--- src/rtl/fetch_sequencer.sv ---
// Instruction fetch sequencer: walks the PC through a combinational instruction memory
// and hands each word to decode through a one-entry valid/ready slot.
module fetch_sequencer #(
  parameter int                ADDR_W    = 8,
  parameter int                DATA_W    = 32,
  parameter int                MEM_DEPTH = 64,
  parameter logic [ADDR_W-1:0] RESET_PC  = '0
) (
  input  logic              clk,
  input  logic              rst,
  input  logic              start,
  output logic [ADDR_W-1:0] imem_addr,
  input  logic [DATA_W-1:0] imem_instr,
  input  logic              redirect_valid,
  input  logic [ADDR_W-1:0] redirect_addr,
  output logic              out_valid,
  input  logic              out_ready,
  output logic [DATA_W-1:0] out_instr,
  output logic [ADDR_W-1:0] out_pc,
  output logic              halted,
  output logic [15:0]       fetch_count
);

  typedef enum logic [1:0] {
    IDLE  = 2'd0,
    FETCH = 2'd1,
    DRAIN = 2'd2,
    HALT  = 2'd3
  } state_t;

  localparam logic [ADDR_W-1:0] LAST_PC = ADDR_W'(MEM_DEPTH - 1);

  state_t            state;
  logic [ADDR_W-1:0] pc;
  logic              slot_free;
  logic              handoff;
  logic              redirect_oob;

  assign imem_addr    = pc;
  assign slot_free    = !out_valid || out_ready;
  assign handoff      = out_valid && out_ready;
  assign redirect_oob = redirect_addr > LAST_PC;

  // NOTE: every register here updates with <= so all of them sample the same pre-edge values.
  always_ff @(posedge clk or posedge rst) begin
    if (rst) begin
      state       <= IDLE;
      pc          <= RESET_PC;
      out_valid   <= 1'b0;
      out_instr   <= '0;
      out_pc      <= '0;
      halted      <= 1'b0;
      fetch_count <= '0;
    end else begin
      // Acceptance counts even when a redirect flushes the slot in the same cycle.
      if (handoff && fetch_count != 16'hFFFF)
        fetch_count <= fetch_count + 16'd1;

      unique case (state)
        IDLE: begin
          if (start)
            state <= FETCH;
        end

        FETCH, DRAIN: begin
          if (redirect_valid) begin
            out_valid <= 1'b0;
            if (redirect_oob) begin
              state  <= HALT;
              halted <= 1'b1;
            end else begin
              pc    <= redirect_addr;
              state <= FETCH;
            end
          end else if (state == FETCH) begin
            if (slot_free) begin
              out_instr <= imem_instr;
              out_pc    <= pc;
              out_valid <= 1'b1;
              pc        <= pc + ADDR_W'(1);
              if (pc == LAST_PC)
                state <= DRAIN;
            end
          end else if (slot_free) begin
            // Last word has left the slot; nothing more to fetch.
            out_valid <= 1'b0;
            state     <= HALT;
            halted    <= 1'b1;
          end
        end

        HALT: begin
          out_valid <= 1'b0;
          if (start) begin
            pc     <= RESET_PC;
            state  <= FETCH;
            halted <= 1'b0;
          end
        end

        default: state <= IDLE;
      endcase
    end
  end

endmodule
--- config.mk ---
export PLATFORM = sky130hd
export DESIGN_NAME = fetch_sequencer
export DESIGN_NICKNAME = d
export VERILOG_FILES = /design/src/rtl/fetch_sequencer.sv
export SDC_FILE = /design/constraint.sdc
export NUM_CORES = 1
export LEC_CHECK = 0
export ABC_AREA = 1
export BUFFER_PORTS_ARGS = -buffer_cell sky130_fd_sc_hd__buf_2
export CORE_MARGIN = 2
export CORE_UTILIZATION = 30
export DETAILED_ROUTE_END_ITERATION = 6
export REMOVE_ABC_BUFFERS = 1
export SKIP_CTS_REPAIR_TIMING = 1
export SYNTH_ARGS = -nofsm -noshare
export SYNTH_HDL_FRONTEND = slang
export SYNTH_SLANG_ARGS = --single-unit
--- constraint.sdc ---
create_clock -name clk -period 5.9 [get_ports clk]
set_input_delay 1.18 -clock clk [delete_from_list [all_inputs] [get_ports clk]]
set_output_delay 1.18 -clock clk [all_outputs]
set_load 0.05 [all_outputs]
==> summary.txt, run 1 <==
Detailed routing
  – WL/cell: 12.1 microns
  – Detailed router's first-iteration violation count: 126
  – Routed vias: 2,843
  – Total detailed-routing wirelength: 7.59 mm
  – Remaining antenna violation count: 0
  – Remaining design rule violation count: 0
  – Initial DRT Pass Iterations: 5
  – Avg Vias per Cell: 4.53

Logic synthesis
  – Post-synthesis sequential area ratio: 0.500
  – Leading cell types by count after synthesis: nand2_1, dfrtp_1, inv_1, mux2_1, nor2_1
  – Dominant register cell in the synthesized netlist: dfrtp_1
  – Summed instance area of the synthesized netlist: 0.00340 sq mm
  – Area fraction of the dominant cell type after synthesis: 0.500
  – Post-Synth XOR/XNOR Area: 0.0180
  – Mux cell area share after synthesis: 0.112
  – Post-Synth Simple-Gate Area: 0.238
  – Most used standard cell by instance count after synthesis: nand2_1
  – Async S/R FF share, synth: 1.00
  – Yosys warnings: 0
  – Number of flops mapped to enable cells by yosys: 0
  – Count of unique library cells instantiated by Yosys: 30
  – Dominant combinational cell family by area after synthesis: simple AND/OR/NAND/NOR gates
  – Library cell occupying the most area in the post-synthesis netlist: dfrtp_1
  – Cells taking the most area after synthesis: dfrtp_1, nand2_1, mux2_1, inv_1, nand3_1
  – Synth Area in Compound Gates: 0.0621
  – Synth Area in Adders: 0.0147
  – Post-synthesis instance total: 367
  – Synth Register Bits: 68
  – Post-synthesis average cell area: 9.27 sq um

STA
  – Final slew viol count: 0
  – Count of endpoints failing hold in the final timing report: 0
  – Setup repair after global routing missed its margin: false
  – Highest clock rate: 438 MHz
  – Max-slew headroom: 0.237
  – Worst slew pin tran: 1.14 ns
  – Worst Clk Skew: 0.0103 ns
  – Minimum clock period: 2.29 ns
  – Final number of setup-violating endpoints: 0
  – Part of the cycle the worst path needs: 0.387
  – Setup TNS: 0 ns

Layout
  – Area delta synth->final: 28.7%
  – Count of nets after finishing: 531
  – Area used by sequential logic in the layout: 0.00170 sq mm
  – Multi-input logic area: 0.00151 sq mm
  – Share of final-layout standard cells stronger than drive strength 1: 0.337
  – Post-layout util: 0.400
  – Count of filler cells inserted in the layout: 1,115
  – Antenna cells: 0

GRT
  – Antenna violations before repair: 0
  – Number of global-route vias before repair: 2,758
  – Overall fraction of global-route tracks in use: 0.129
  – Aggregate global routing overflow: 0
  – Largest net degree at the start of global routing: 69
  – Global-route wire length before repair: 13.2 mm

Place
  – # port buffers: 110
  – Detailed placer's ending HPWL: 5.57 mm
  – Routability-driven placement congestion ratio: 0.860

Setup path
  – Type of destination of the critical path: flip-flop
  – Critical-path maximum fanout: 46
  – Kind of critical path: input port to flip-flop
  – Kind of start point of the critical path: input port
  – Critical path required time: 6.09 ns
  – Data arrival time at the worst-slack endpoint: 2.48 ns

Power
  – Gate power share: 0.512
  – Leakage power of the design: 2.21 nW
  – Sw frac: 0.510
  – IR Drop Worst-Case VDD: 311 uV
  – Switching power: 1.43 mW
  – Power Density: 643 mW/mm^2
  – Int Power: 1.38 mW
  – Reg power frac: 0.293
  – Clock network fraction of total power: 0.195

Floorplan
  – Effective utilization at floorplan: 0.311
  – Core Region: 0.0109 sq mm
  – Floorplan row count: 38
  – Die extent in y: 111 microns
  – Number of primary I/O pins: 111
  – Die footprint: 0.0122 sq mm
  – Overall die width: 111 microns

Outcome
  – Result of the run: complete, no violations

Clock network
  – Clock slew at the register clock pins of the worst setup and hold paths: 0.06 ns
  – Maximum buffer depth of the clock tree: 2
  – H-tree Lvls: 3
  – Clock latency at the later pin of the worst-skew pair: 0.33 ns
  – Number of sinks driven by the clock tree: 68
  – Root buf cell: clkbuf_16
  – Number of CTS-inserted buffers: 9
  – Clock tree from TritonCTS: done

Run
  – Max cap viols: 0

Worst hold path
  – Worst min path class: flip-flop to flip-flop
## power by group through the flow
stage | combinational [mW] | clock (mW) | sequential [mW]
CTS | 1.46 | 0.569 | 0.827
global route | 1.54 | 0.592 | 0.858
global placement | 1.44 | 0 | 0.829
finish | 1.44 | 0.550 | 0.824
floorplan | 0.454 | 0 | 1.49
detailed placement | 1.46 | 0 | 0.833
## cell usage in the layout (no fill, tap or decap), types with 4 or more instances in the layout
cell / Yosys / layout
buf_2: 0 / 110
clkbuf_16: 0 / 9
dfrtp_1: 68 / 68
ha_1: 4 / 4
inv_1: 28 / 27
inv_2: 4 / 5
mux2_1: 28 / 28
mux2_2: 6 / 6
nand2_1: 120 / 120
nand2_2: 7 / 7
nand3_1: 17 / 17
nand4_1: 6 / 6
nor2_1: 22 / 22
nor2_4: 4 / 4
o21ai_0: 16 / 16
o21ai_2: 8 / 8
xor2_1: 6 / 6
## area by class of cell
cell class | instances | area share
sequential | 68 | 0.389
multi-input combinational | 260 | 0.346
timing repair buffer | 111 | 0.127
clock buffer | 10 | 0.0546
tap | 140 | 0.0400
inverter | 32 | 0.0274
clock inverter | 6 | 0.0163
## sequential cells by signal (all words and copies together), names as in the netlist
signal and cells:
state 2, out_pc 8, fetch_count 16, out_valid 1, halted 1, imem_addr 8
out_instr 32
## cell families after synthesis
| family | count (synthesis) |
|---|---|
| compound gates | 32 |
| xor+xnor | 7 |
| fa+ha+maj | 4 |
| buf+inv | 39 |
| flops | 68 |
| mux | 34 |
| simple gates | 183 |
## worst paths after layout
check	endpoint	slack [ns]	depth (start not counted)	start
max in group asynchronous	fetch_count[2]$_DFFE_PP0P_	4.22	3	rst
worst min register to register	halted$_DFFE_PP0P_	0.47	2	halted$_DFFE_PP0P_
worst max-delay path	out_instr[28]$_DFFE_PP0P_	3.61	6	redirect_valid
worst max register to register	fetch_count[12]$_DFFE_PP0P_	3.67	8	fetch_count[0]$_DFFE_PP0P_
min in group asynchronous	out_instr[24]$_DFFE_PP0P_	1.11	3	rst
worst min-delay path	halted$_DFFE_PP0P_	0.47	2	halted$_DFFE_PP0P_
## routing by layer
layer | up-vias | part of all wire | global-route usage
li1 | 1413 | - | -
met1 | 1334 | 0.45 | 0.163
met2 | 89 | 0.48 | 0.217
met3 | 7 | 0.059 | 0.0280
met4 | 0 | 0.0099 | 0.0483
met5 | - | 0 | 0
## per-stage QoR
stage	std cells	hold slack (ns)	cell area, sq um	total power [mW]	setup slack [ns]
finish	627	0.471	4380	2.82	3.61
global route	627	0.500	4380	2.99	3.50
CTS	627	0.475	4380	2.86	3.60
detailed placement	611	0.460	4070	2.29	3.27
global placement	611	0.462	4070	2.27	3.32
floorplan	360	0.484	3340	1.94	3.01
## worst max-delay path, stage by stage
cell and delay [ns]:
buf_2 0.20, inv_2 0.11, nand2_1 0.10, inv_2 0.06
nand2_4 0.41, mux2_1 0.39
(Power assumes the default switching activity.)
==> run 2, diff against run 1 <==
Clock period 5.9 ns to 2.25 ns, I/O delays scaled along.
==> summary.txt, run 2 (synthesis results as in run 1) <==
STA
  – Setup repair after global routing missed its margin: false
  – Setup TNS: 0 ns
  – Worst slew pin tran: 0.651 ns
  – Count of endpoints failing hold in the final timing report: 0
  – Part of the cycle the worst path needs: 0.767
  – Final slew viol count: 0
  – Final number of setup-violating endpoints: 0
  – Worst Clk Skew: 0.00424 ns
  – Highest clock rate: 579 MHz
  – Max-slew headroom: 0.565
  – Minimum clock period: 1.73 ns

Detailed routing
  – Initial DRT Pass Iterations: 4
  – Detailed router's first-iteration violation count: 78
  – Total detailed-routing wirelength: 7.59 mm
  – Routed vias: 2,823
  – Remaining antenna violation count: 0
  – Avg Vias per Cell: 4.46
  – Remaining design rule violation count: 0
  – WL/cell: 12.0 microns

Setup path
  – Number of cell instances on the worst register-to-register path: 6
  – Critical-path maximum fanout: 23
  – Crit Reg-Reg Startpoint: state[0]$_DFFE_PP0P_
  – Kind of start point of the critical path: flip-flop
  – Worst reg2reg path endpoint: out_instr[2]$_DFFE_PP0P_
  – Critical path required time: 2.45 ns
  – Kind of critical path: flip-flop to flip-flop
  – Setup slack of the worst register-to-register path: 0.52 ns
  – Type of destination of the critical path: flip-flop
  – Data arrival time at the worst-slack endpoint: 1.93 ns

Layout
  – Register bank with the most flops: out_instr
  – Largest registers in the final layout: out_instr (32), fetch_count (16)
  – Share of final-layout standard cells stronger than drive strength 1: 0.343
  – Antenna cells: 0
  – Flip-flop count of the largest register, all copies and words added: 32
  – Most frequent standard cell in the layout excluding fill and tap cells: nand2_1
  – Highest-count cells in the layout ignoring fill and taps: nand2_1, buf_2, dfrtp_1
  – Non-Filler Cell Area, Final: 0.00445 sq mm
  – Area delta synth->final: 30.7%
  – Count of nets after finishing: 537

Place
  – Routability-driven placement congestion ratio: 0.807
  – Detailed placer's ending HPWL: 5.78 mm
  – # port buffers: 110
  – Post-place instance area: 0.00413 sq mm

Clock network
  – Number of sinks driven by the clock tree: 68
  – H-tree Lvls: 3
  – Number of CTS-inserted buffers: 9
  – Clock latency at the later pin of the worst-skew pair: 0.32 ns
  – Root buf cell: clkbuf_16
  – Clock slew at the register clock pins of the worst setup and hold paths: 0.05 ns
  – Clock tree from TritonCTS: done
  – Maximum buffer depth of the clock tree: 2

Floorplan
  – Die extent in y: 111 microns
  – Core Region: 0.0109 sq mm
  – Effective utilization at floorplan: 0.311
  – Floorplan row count: 38
  – Number of primary I/O pins: 111
  – Die footprint: 0.0122 sq mm
  – Overall die width: 111 microns

GRT
  – Number of global-route vias before repair: 2,775
  – Aggregate global routing overflow: 0
  – Largest net degree at the start of global routing: 42
  – Overall fraction of global-route tracks in use: 0.129
  – Antenna violations before repair: 0
  – Global-route wire length before repair: 12.9 mm

Power
  – Power Density: 1680 mW/mm^2
  – Leakage power of the design: 2.25 nW
  – IR Drop Worst-Case VDD: 880 uV

Outcome
  – Result of the run: complete, no violations

Run
  – Max cap viols: 0

Worst hold path
  – Worst min path class: input port to async pin
## run 2: changes by cell type in the layout (fill, tap and decap cells not counted), sizes merged
cell,delta
buf,+6
bufinv,+1
inv,-1
## run 2: how the worst max path moves through the flow
stage	start	endpoint
5_1_grt	state[1]$_DFFE_PP0P_	out_instr[2]$_DFFE_PP0P_
3_5_place_dp	fetch_count[1]$_DFFE_PP0P_	fetch_count[10]$_DFFE_PP0P_
2_1_floorplan	fetch_count[0]$_DFFE_PP0P_	fetch_count[10]$_DFFE_PP0P_
3_3_place_gp	fetch_count[1]$_DFFE_PP0P_	fetch_count[11]$_DFFE_PP0P_
4_1_cts	fetch_count[1]$_DFFE_PP0P_	fetch_count[10]$_DFFE_PP0P_
6_report	state[0]$_DFFE_PP0P_	out_instr[2]$_DFFE_PP0P_
## run 2: where the power goes
part           switching [mW]  internal (mW)
Sequential              0.388           1.76
Combinational            2.85           1.01
Clock                   0.516          0.969
Total                    3.75           3.74
## run 2: layout make-up
| class | instances | area [sq um] |
|---|---|---|
| Multi-Input combinational cell | 260 | 1520 |
| Fill cell | 1111 | 6490 |
| Inverter | 32 | 120 |
| Clock inverter | 6 | 88.8 |
| Clock buffer | 10 | 229 |
| Sequential cell | 68 | 1700 |
| Timing Repair Buffer | 117 | 616 |
| Tap cell | 140 | 175 |
## run 2: routing by layer
metal	vias to the layer above	global-route usage	wire (microns)
met2	71	0.215	3640
met4	0	0.0492	110
met1	1319	0.158	3460
met3	8	0.0373	390
met5	-	0	0
li1	1425	-	-
## run 2: worst max-delay path: stages (launching register included)
cell	delay, ns
dfrtp_1	0.40
ha_1	0.22
nand2_1	0.10
inv_2	0.06
nand2_4	0.25
buf_4	0.23
mux2_1	0.33
## run 2: metrics by stage
stage,power [mW],util,worst slack [ns],hold slack [ns],cells
global route,7.96,0.407,0.403,0.262,633
floorplan,5.09,-,0.0682,0.484,360
global placement,6.01,0.377,0.230,0.459,617
CTS,7.60,0.406,0.160,0.216,633
finish,7.49,0.407,0.523,0.197,633
detailed placement,6.08,0.377,0.179,0.465,617
==> run 3, diff against run 2 <==
Settings changed: ABC_AREA 1 to 0.
Clock period 2.25 ns to 1.4 ns, I/O delays scaled along.
==> summary.txt, run 3 <==
Floorplan
  – Die extent in y: 106 microns
  – Number of primary I/O pins: 111
  – Effective utilization at floorplan: 0.307
  – Core Region: 0.0102 sq mm
  – Overall die width: 106 microns
  – Die footprint: 0.0113 sq mm
  – Floorplan row count: 37

Setup path
  – Critical path required time: 1.63 ns
  – Data arrival time at the worst-slack endpoint: 1.95 ns
  – Kind of critical path: flip-flop to flip-flop
  – Critical path depth in cells: 5
  – Critical-path maximum fanout: 8
  – Largest stage delay, worst path: 0.51 ns
  – Ordered list of cells on the worst path: ha_4, or4b_4, o21ai_4, or2_4, o31ai_1
  – Kind of start point of the critical path: flip-flop
  – Cell family with the largest share of critical-path delay: simple AND/OR/NAND/NOR gates
  – Worst-path cell with the longest stage delay: or4b_4
  – Number of cell instances on the worst register-to-register path: 5
  – Sum of buffers and inverters on the critical path: 0
  – Type of destination of the critical path: flip-flop

Layout
  – Highest-count cells in the layout ignoring fill and taps: buf_2, dfrtp_1, buf_4
  – Post-layout util: 0.505
  – Antenna cells: 0
  – Flip-flop count of the largest register, all copies and words added: 32
  – Largest registers in the final layout: out_instr (32), fetch_count (16)
  – Non-Filler Cell Area, Final: 0.00516 sq mm
  – Register bank with the most flops: out_instr
  – Area delta synth->final: 64.5%
  – Count of nets after finishing: 478
  – Most frequent standard cell in the layout excluding fill and tap cells: buf_2
  – Share of final-layout standard cells stronger than drive strength 1: 0.641
  – Layout Cells excl Fill: 570

Detailed routing
  – Length of routed met2 wiring: 3.98 mm
  – Detailed router's first-iteration violation count: 154
  – Initial DRT Pass Iterations: 4
  – Total met3 wirelength after detailed routing: 459 microns
  – Met1 routed wirelength after detailed routing: 3.99 mm
  – Remaining design rule violation count: 0
  – Top sig layer: met4
  – WL/cell: 15.2 microns
  – Total detailed-routing wirelength: 8.64 mm
  – Routed vias: 2,706
  – Avg Vias per Cell: 4.75
  – Remaining antenna violation count: 0

Clock network
  – Root buf cell: clkbuf_8
  – Maximum buffer depth of the clock tree: 2
  – Clock latency at the later pin of the worst-skew pair: 0.35 ns
  – Clock slew at the register clock pins of the worst setup and hold paths: 0.08 ns
  – H-tree Lvls: 3
  – Number of CTS-inserted buffers: 9
  – Clock tree from TritonCTS: done
  – Number of sinks driven by the clock tree: 68

STA
  – Final number of setup-violating endpoints: 63
  – Worst Clk Skew: 0.0111 ns
  – Minimum clock period: 1.73 ns
  – Max-slew headroom: 0.748
  – Part of the cycle the worst path needs: 1.23
  – Final slew viol count: 0
  – Worst slew pin tran: 0.377 ns
  – Setup repair after global routing missed its margin: true
  – Count of endpoints failing hold in the final timing report: 4
  – Highest clock rate: 579 MHz
  – Setup slack of the critical path after layout: -0.327 ns
  – Min Hold Slack: -0.00219 ns

Place
  – Post-place instance area: 0.00424 sq mm
  – Detailed placer's ending HPWL: 5.34 mm
  – Pre-CTS setup slack: -0.486 ns
  – Cell total after placement: 545
  – Routability-driven placement congestion ratio: 0.829
  – # port buffers: 110

Logic synthesis
  – Async S/R FF share, synth: 1.00
  – Post-synthesis instance total: 255
  – Post-synthesis average cell area: 12.3 sq um
  – Synth Register Bits: 68
  – Most used standard cell by instance count after synthesis: dfrtp_1
  – Post-synthesis sequential area ratio: 0.542
  – Summed instance area of the synthesized netlist: 0.00314 sq mm
  – Count of unique library cells instantiated by Yosys: 40
  – Area fraction of the dominant cell type after synthesis: 0.542
  – Cells taking the most area after synthesis: dfrtp_1, mux2_2, o31ai_1, xor2_1, nor4_1
  – Dominant register cell in the synthesized netlist: dfrtp_1
  – Yosys warnings: 0
  – Number of flops mapped to enable cells by yosys: 0
  – Library cell occupying the most area in the post-synthesis netlist: dfrtp_1
  – Leading cell types by count after synthesis: dfrtp_1, mux2_2, o31ai_1

GRT
  – Number of global-route vias before repair: 2,527
  – Antenna violations before repair: 0
  – Largest net degree at the start of global routing: 69
  – Global-route wire length before repair: 11.8 mm
  – Overall fraction of global-route tracks in use: 0.134
  – Aggregate global routing overflow: 0

Power
  – Power Density: 2320 mW/mm^2
  – Leakage power of the design: 2.49 nW
  – IR Drop Worst-Case VDD: 1170 uV

Run
  – Max cap viols: 0

Outcome
  – Result of the run: finished, violations left
  – Violations in the final reports: hold timing, setup timing

Worst hold path
  – Worst min path class: input port to async pin
[run 3: logic make-up after synthesis]
logic type | after synthesis | synth area share
xor+xnor | 14 | 0.0391
fa+ha+maj | 4 | 0.0159
compound gates | 36 | 0.0801
buf+inv | 17 | 0.0271
flops | 68 | 0.542
simple gates | 72 | 0.138
mux | 44 | 0.157
[run 3: final timing paths]
path                                           startpoint                         to  slack (ns)
worst max-delay path                 state[0]$_DFFE_PP0P_   imem_addr[2]$_DFFE_PP0P_       -0.33
worst min-delay path                                  rst  out_instr[24]$_DFFE_PP0P_      -0.002
worst max register to register       state[0]$_DFFE_PP0P_   imem_addr[2]$_DFFE_PP0P_       -0.33
worst min register to register  out_instr[11]$_DFFE_PP0P_  out_instr[11]$_DFFE_PP0P_        0.51
max in group asynchronous                             rst      out_valid$_DFFE_PP0P_        1.09
min in group clk                            imem_instr[3]   out_instr[3]$_DFFE_PP0P_        0.16
[run 3: where the power goes]
part           leakage (nW)  switching (mW)  internal (mW)  total [mW]
Clock                 0.102           0.770          0.915        1.69
Sequential            0.839           0.426           2.71        3.14
Combinational          1.55            4.41           2.74        7.14
[run 3: worst min-delay path, stage by stage]
cell	delay (ns)
buf_2	0.10
inv_2	0.06
buf_12	0.32
[run 3: routing by layer]
layer / up-vias / track usage
li1: 1290 / -
met1: 1309 / 0.173
met2: 86 / 0.203
met3: 21 / 0.0337
met4: 0 / 0.0752
met5: - / 0
[run 3: area by class of cell]
type                       instances  area [sq um]
inverter                           6          25.0
fill                             888          5070
sequential                        68          1700
clock buffer                      12           155
tap                              136           170
multi-input combinational        170          1780
timing repair buffer             174          1280
clock inverter                     4          47.5
[run 3: per-stage QoR]
step	TNS, ns	hold WS (ns)	power [mW]
2_1_floorplan	-160.97	0.415	7.18
3_3_place_gp	-14.69	0.381	8.76
3_5_place_dp	-16.02	0.390	8.87
4_1_cts	-17.58	0.00353	10.6
5_1_grt	-17.09	0.00214	12.5
6_report	-13.11	-0.00219	12.0
